<file path="config.mk">
export PLATFORM = sky130hd
export DESIGN_NAME = seq_pattern_counter
export DESIGN_NICKNAME = d
export VERILOG_FILES = /design/src/rtl/seq_pattern_counter.sv
export SDC_FILE = /design/constraint.sdc
export NUM_CORES = 1
export LEC_CHECK = 0
export ABC_CLOCK_PERIOD_IN_PS = 3050
export CAP_MARGIN = 20
export CORE_MARGIN = 2
export CORE_UTILIZATION = 53
export CTS_CLUSTER_SIZE = 10
export DETAILED_ROUTE_END_ITERATION = 6
export PLACE_DENSITY_LB_ADDON = 0.08
export SETUP_SLACK_MARGIN = 0.02
export SYNTH_ARGS = -nofsm -noshare
export SYNTH_HDL_FRONTEND = slang
export SYNTH_SLANG_ARGS = --single-unit
</file>
<file path="constraint.sdc">
create_clock -name clk -period 3.05 [get_ports clk]
set_clock_uncertainty 0.2 [all_clocks]
set_input_delay 0.61 -clock clk [delete_from_list [all_inputs] [get_ports clk]]
set_output_delay 0.61 -clock clk [all_outputs]
set_load 0.02 [all_outputs]
</file>
<file path="src/rtl/seq_pattern_counter.sv">
// Programmable serial pattern detector with a Mealy match flag, a BCD match counter
// and registered active-low 7-segment decode of each counter digit.
module seq_pattern_counter #(
    parameter int               PAT_W       = 8,
    parameter int               DIGITS      = 2,
    parameter int               SATURATE    = 1,
    parameter logic [PAT_W-1:0] DEFAULT_PAT = 'b101,
    parameter int               DEFAULT_LEN = 3
) (
    input  logic                         clk,
    input  logic                         rst,
    input  logic                         ena,
    input  logic                         sig_in,
    input  logic                         cfg_load,
    input  logic [PAT_W-1:0]             cfg_pattern,
    input  logic [$clog2(PAT_W+1)-1:0]   cfg_len,
    input  logic                         cfg_overlap,
    input  logic                         clr_count,
    output logic                         z,
    output logic [4*DIGITS-1:0]          count_bcd,
    output logic                         overflow,
    output logic [7*DIGITS-1:0]          seg
);

    localparam int LW = $clog2(PAT_W + 1);

    logic [PAT_W-1:0] pattern;
    logic [LW-1:0]    len;
    logic             overlap;
    logic [PAT_W-2:0] hist;
    logic [LW-1:0]    fill;

    logic [PAT_W-1:0] window;
    logic [PAT_W-1:0] mask;
    logic             hit;
    logic             cfg_ok;

    // Current bit sits below the stored history, so bit len-1 is the oldest compared bit.
    assign window = {hist, sig_in};

    always_comb begin
        mask = '0;
        for (int i = 0; i < PAT_W; i++) begin
            mask[i] = (i < int'(len));
        end
    end

    assign hit    = (fill >= len - LW'(1)) && (((window ^ pattern) & mask) == '0);
    assign z      = ena & ~cfg_load & hit;
    assign cfg_ok = (cfg_len != '0) && (cfg_len <= LW'(PAT_W));

    always_ff @(posedge clk) begin
        if (rst) begin
            pattern <= DEFAULT_PAT;
            len     <= LW'(DEFAULT_LEN);
            overlap <= 1'b1;
            hist    <= '0;
            fill    <= '0;
        end else if (cfg_load) begin
            // A rejected load still flushes history so detection restarts cleanly.
            if (cfg_ok) begin
                pattern <= cfg_pattern;
                len     <= cfg_len;
                overlap <= cfg_overlap;
            end
            hist <= '0;
            fill <= '0;
        end else if (ena) begin
            if (z && !overlap) begin
                hist <= '0;
                fill <= '0;
            end else begin
                hist <= window[PAT_W-2:0];
                if (fill != LW'(PAT_W - 1)) begin
                    fill <= fill + LW'(1);
                end
            end
        end
    end

    logic [4*DIGITS-1:0] inc_val;
    logic                carry;
    logic                all_nines;

    // Ripple BCD increment; when every digit is 9 the result is all zeros with carry out.
    always_comb begin
        inc_val = count_bcd;
        carry   = 1'b1;
        for (int d = 0; d < DIGITS; d++) begin
            if (carry) begin
                if (count_bcd[4*d +: 4] == 4'd9) begin
                    inc_val[4*d +: 4] = 4'd0;
                end else begin
                    inc_val[4*d +: 4] = count_bcd[4*d +: 4] + 4'd1;
                    carry             = 1'b0;
                end
            end
        end
        all_nines = carry;
    end

    always_ff @(posedge clk) begin
        if (rst || clr_count) begin
            count_bcd <= '0;
            overflow  <= 1'b0;
        end else if (z) begin
            if (all_nines) begin
                overflow <= 1'b1;
                if (SATURATE == 0) begin
                    count_bcd <= inc_val;
                end
            end else begin
                count_bcd <= inc_val;
            end
        end
    end

    function automatic logic [6:0] seg7(input logic [3:0] d);
        case (d)
            4'd0:    seg7 = 7'b1000000;
            4'd1:    seg7 = 7'b1111001;
            4'd2:    seg7 = 7'b0100100;
            4'd3:    seg7 = 7'b0110000;
            4'd4:    seg7 = 7'b0011001;
            4'd5:    seg7 = 7'b0010010;
            4'd6:    seg7 = 7'b0000010;
            4'd7:    seg7 = 7'b1111000;
            4'd8:    seg7 = 7'b0000000;
            4'd9:    seg7 = 7'b0011000;
            default: seg7 = 7'b0000111;
        endcase
    endfunction

    // Display lags the counter by one clock.
    always_ff @(posedge clk) begin
        if (rst) begin
            seg <= {DIGITS{7'b1000000}};
        end else begin
            for (int d = 0; d < DIGITS; d++) begin
                seg[7*d +: 7] <= seg7(count_bcd[4*d +: 4]);
            end
        end
    end

endmodule

</file>
* After elaboration in Yosys (flattened, before gate mapping)
Memories as Yosys holds them, arrays and structs flattened. A register that Yosys moved wholly into a read port is not among the register bits.
Index checks and enable logic that the tools add are counted.
** Storage, ports and cells
- Memories kept :: 2
- Register bits after elaboration :: 33
- Word-level logic and storage cells :: 55
- Output and inout port bits :: 24
- Memory bits (read-only) :: 224
- Bits of input ports :: 19
** Memories
- (name not given) :: words 16, bits a word 7, rd ports 1, clocked after memory_dff 1, write ports 0, line 119 : case (d)
- (name not given) :: words 16, bits a word 7, rd ports 1, clocked after memory_dff 1, write ports 0, line 119
** Operators by class
- Eq/ne operators :: 3
- Reduce and logical (&&, ||, !) cells :: 14
- Add/subtract/negate cells :: 4
- Mux-type cells :: 8
- Bitwise gates (word level) :: 6
- $lt $le $gt $ge :: 10
** Operators by type and width (count)
- 3-bit by 4-bit < comparator with 1-bit output, first input constant :: 4
- 4-bit two-way mux :: 4
- 4-bit by 1-bit adder with 4-bit output, second input constant :: 3
- 8-bit bitwise AND :: 1
- 4-bit equality test, second input constant :: 2
- 8-bit logical NOT :: 1
- 1-bit by 4-bit < comparator with 1-bit output, first input constant :: 2
- 2-bit by 4-bit < comparator with 1-bit output, first input constant :: 2
- 2-bit AND reduction :: 4
- 8-bit bitwise XOR :: 1
- 7-bit two-way mux :: 1
- 4-bit >= comparator :: 1
- 4-bit less-or-equal comparator, second input constant :: 1
- 4-bit by 3-bit != test with 1-bit output, second input constant :: 1
- 4-bit nonzero test :: 1
- 4-bit by 1-bit subtractor with 4-bit output, second input constant :: 1
- 1-bit logical AND :: 3
- 1-bit two-way mux :: 3
- 3-bit AND reduction :: 1
- 1-bit bitwise AND :: 2
- 1-bit NOT :: 2
- 2-bit nonzero test :: 1
- 2-bit OR reduction :: 1
- 1-bit logical NOT :: 1
- 1-bit logical OR :: 1

* Logic depth before layout (Yosys ltp)
- Depth in word-level cells :: 8
- Mapped depth :: 11
- Mapped depth without buffers :: 10

* Worst setup path before layout
Ideal clock, no wire load.
- Path type :: register to output
- From :: register len[1]
- To :: output z
- Buffers on the path :: 1
- Slack :: 340 ps
- Stages on the path, launching flop included :: 10
- Arrival :: 1900 ps
- Data required time :: 2240 ps
- Cell sequence :: dfxtp_1 inv_1 ha_1 xnor2_1 ha_1 o21a_1 o211ai_1 a211oi_1 and3_4 buf_12
** On the way
- Longest elaborated chain between the ends :: 5
- Elaborated cells between the ends (all ways) :: 14
- Classes of those cells :: add/sub: 1; order compare: 9; bitwise: 2; reduce/logical: 2
** RTL lines
- from (decl) :: line 28 : logic [LW-1:0] len;
- from (signal assigned) :: line 55 : len <= LW'(DEFAULT_LEN);
- from (signal assigned) :: line 63 : len <= cfg_len;
- branches (longest 3 deep; another with 4-bit by 1-bit subtractor with 4-bit output)
- 1-bit logical AND * :: line 48 : assign hit = (fill >= len - LW'(1)) && (((window ^ pattern) & mask) == '0);
- 1-bit bitwise AND * :: line 49 : assign z = ena & ~cfg_load & hit;
- to (decl) :: line 19 : output logic z,
Mark *: on every way between the ends.

* Worst setup path after layout
- From :: register len[0]
- To :: output z
The elaborated chain is that of the path after synthesis.

==> results.json <==
{
  "status": "completed",
  "grt_pass1_wl_um": 8873,
  "crit_type": "flop to output pin",
  "drtPass1Iterations": 5,
  "post-route-drc-count": 0,
  "critPathArrivalTime_ns": 2.16,
  "yosys-top-cells-area": "dfxtp_1 (37%), ha_1 (8.9%), a21oi_1 (4.5%)",
  "p_per_area_nw_per_um2": 374.1,
  "syn-cell-area_sq_um": 2532,
  "clk_pin_slew_worst_paths_ns": 0.09,
  "instances_no_fill": 390,
  "dp_hpwl_um": 3871,
  "worst-r2r-cell-count": 13,
  "met3_usage_pct": 4.282,
  "io_pins": 43,
  "start_util_pct": 54.34,
  "use_met1_pct": 29.31,
  "vias": 2143,
  "start_kind": "flop",
  "wirelength_um": 5459,
  "hold_viol_final": 0,
  "area_growth_pct": 25.89,
  "fp.dieW_um": 73.13,
  "required_ns": 2.24,
  "slew_headroom_pct": 67.62,
  "h-tree-depth": 2,
  "cts_tree": "built",
  "fin_tns_setup_ns": 0,
  "worstHoldPathCells": 2,
  "wire_per_inst_um": 14.00,
  "root_buffer": "clkbuf_8",
  "cts_made_buffers": 5,
  "synth_seq_cells": 47,
  "min_period_ns": 2.966,
  "synth_nets": 320,
  "n_antenna_cell": 0,
  "clk_latency_ns": 0.31,
  "routabilityCongestion": 0.7834,
  "synth_cell_type_count": 53,
  "nets": 372,
  "met2_usage_pct": 33.03,
  "avgSynthCellArea_sq_um": 8.949,
  "fillers": 375,
  "r2r_end": "count_bcd[6]",
  "cap_violations": 0,
  "core_region_area_sq_um": 4661,
  "tightest_slew_ns": 0.4851,
  "antenna_found_initial": 0,
  "finalSetupViolCount": 0,
  "r2r-start": "len[0]",
  "overflow": 0,
  "layout-drive-gt1-share_pct": 16.96,
  "regArea_sq_um": 943.4,
  "yosys.area.top_type": "dfxtp_1",
  "yosysSeqAreaShare_pct": 37.15,
  "fmax_mhz": 337.2,
  "grt-busiest-layer": "met2",
  "fp.dieArea_sq_um": 5347,
  "hold_path_class": "flop to flop",
  "worstHoldEndpoint": "overflow",
  "track_usage_pct": 21.35,
  "drv_slew": 0,
  "finalCritPeriodShare_pct": 97.24,
  "critPathMaxFanout": 3,
  "syn_inst": 283,
  "min_from": "overflow",
  "cts_buffer_depth": 2,
  "grt_max_degree": 22,
  "end_kind": "output pin",
  "rrSetupSlack_ns": 0.32,
  "drt-initial-drc-count": 106,
  "place_inst": 380,
  "viasPerCell": 5.495,
  "p_leak_uw": 0.001261,
  "first_global_vias": 1884,
  "io_buffers": 42,
  "fin_hold_ws_ns": 0.2895,
  "rows": 25,
  "yosys.area.top_type_share_pct": 37.15,
  "multi_input_area_sq_um": 1451,
  "antenna_left": 0,
  "power_uw": 1193,
  "yosys_warnings": 0,
  "clock_sinks": 47,
  "peakVddDrop_v": 0.0002721,
  "die_y_um": 73.13
}
-- cells in the final DEF (no fill, tap or decap), drive strengths merged, types with 3 or more instances in the layout --
cell	count
mux2i	6
or2	3
nor3	9
o21ai	19
nand3	14
a211o	5
nor2	28
dfxtp	47
inv	13
and3	5
ha	18
a211oi	4
xor2	3
clkbuf	6
a21oi	24
nand3b	8
nor2b	3
buf	21
clkdlybuf4s50	41
nand2	18
a32o	3
xnor2	9
-- registers in the layout, summed over array words and instances (netlist names) --
name       count
count_bcd      8
fill           4
hist           7
len            4
overflow       1
overlap        1
pattern        8
seg           14
-- Yosys cell counts, drive strengths merged --
master and instances:
nand4 1, xor2 3, o21a 2, o211ai 1, a22oi 2, o32ai 1
o31ai 1, nor2 28, nor3b 2, a32o 3, nand2b 2, nor4b 1
ha 18, nand2 18, and3 5, or2 3, dfxtp 47, nor4 1
a311o 1, xnor2 9, a31o 1, o21bai 2, a211oi 4, o21ai 19
a211o 5, inv 12, or3b 1, mux2i 6, nand3 14, clkbuf 12
nor3 9, and2b 1, and3b 1, a41o 1, nor2b 3, a2111oi 2
nand3b 8, buf 5, a31oi 1, or3 1, o22ai 1, and4 1
a21oi 24
-- worst max-delay path: stages (launching register included) --
cell	delay [ns]
dfxtp_2	0.35
inv_1	0.06
ha_2	0.20
xnor2_1	0.13
ha_2	0.31
o21a_1	0.10
o211ai_1	0.10
a211oi_2	0.24
and3_4	0.24
buf_6	0.12
-- layer usage --
| metal | vias to the layer above | part of all wire (%) |
|---|---|---|
| met4 | 0 | 2.0 |
| met3 | 10 | 4.2 |
| met2 | 49 | 45 |
| li1 | 1104 | - |
| met5 | - | 0 |
| met1 | 980 | 48 |
-- final cells by class --
class                      instances  share of cell area (%)
clock buffer                       6                   2.590
tap                               54                   2.119
inverter                          12                   1.413
multi-input combinational        207                   45.53
sequential                        47                   29.59
timing repair buffer              62                   18.33
clock inverter                     2                  0.4317
-- worst max-delay path by stage --
stage / start / end / slack [ns] / depth (start not counted)
final: len[0] / z / 0.08 / 9
after CTS: len[0] / z / 0.08 / 9
after global placement: sig_in / z / -0.29 / 6
after detailed placement: sig_in / z / -0.31 / 6
after floorplan: len[1] / z / 0.34 / 9
after global routing: len[0] / z / -0.003 / 9
-- kinds of logic (layout without fill, tap and decap cells) --
family,Yosys count,in the layout,share of synthesized area [%]
fa+ha+maj,18,18,8.893
buf+inv,29,82,6.175
mux,6,6,2.372
flops,47,47,37.15
simple gates,100,100,21.05
compound gates,71,71,20.21
xor+xnor,12,12,4.151
-- power breakdown --
group / total [uW] / internal [uW] / switching, uW
Clock: 404 / 186 / 218
Combinational: 152 / 80.8 / 71.1
Sequential: 637 / 626 / 11.0
-- per-stage QoR --
stage          util (%)  worst slack [ns]  area (sq um)
6_report          68.40           0.08430          3188
5_1_grt           68.40         -0.002614          3188
4_1_cts           68.00           0.08407          3169
3_5_place_dp      65.58           -0.3090          3057
3_3_place_gp      65.58           -0.2887          3057
2_1_floorplan         -            0.3400          2532
-- what timing repair did --
| action | CTS | global route |
|---|---|---|
| setup endpoints to repair | 1 | 1 |
| hold buffers | 0 | 0 |
| pin swaps | 2 | 2 |
| hold endpoints to repair | 0 | 0 |
| resized for setup | 9 | 4 |
| setup buffers | 1 | 1 |
No activity file was read; power rests on OpenSTA's default activity.
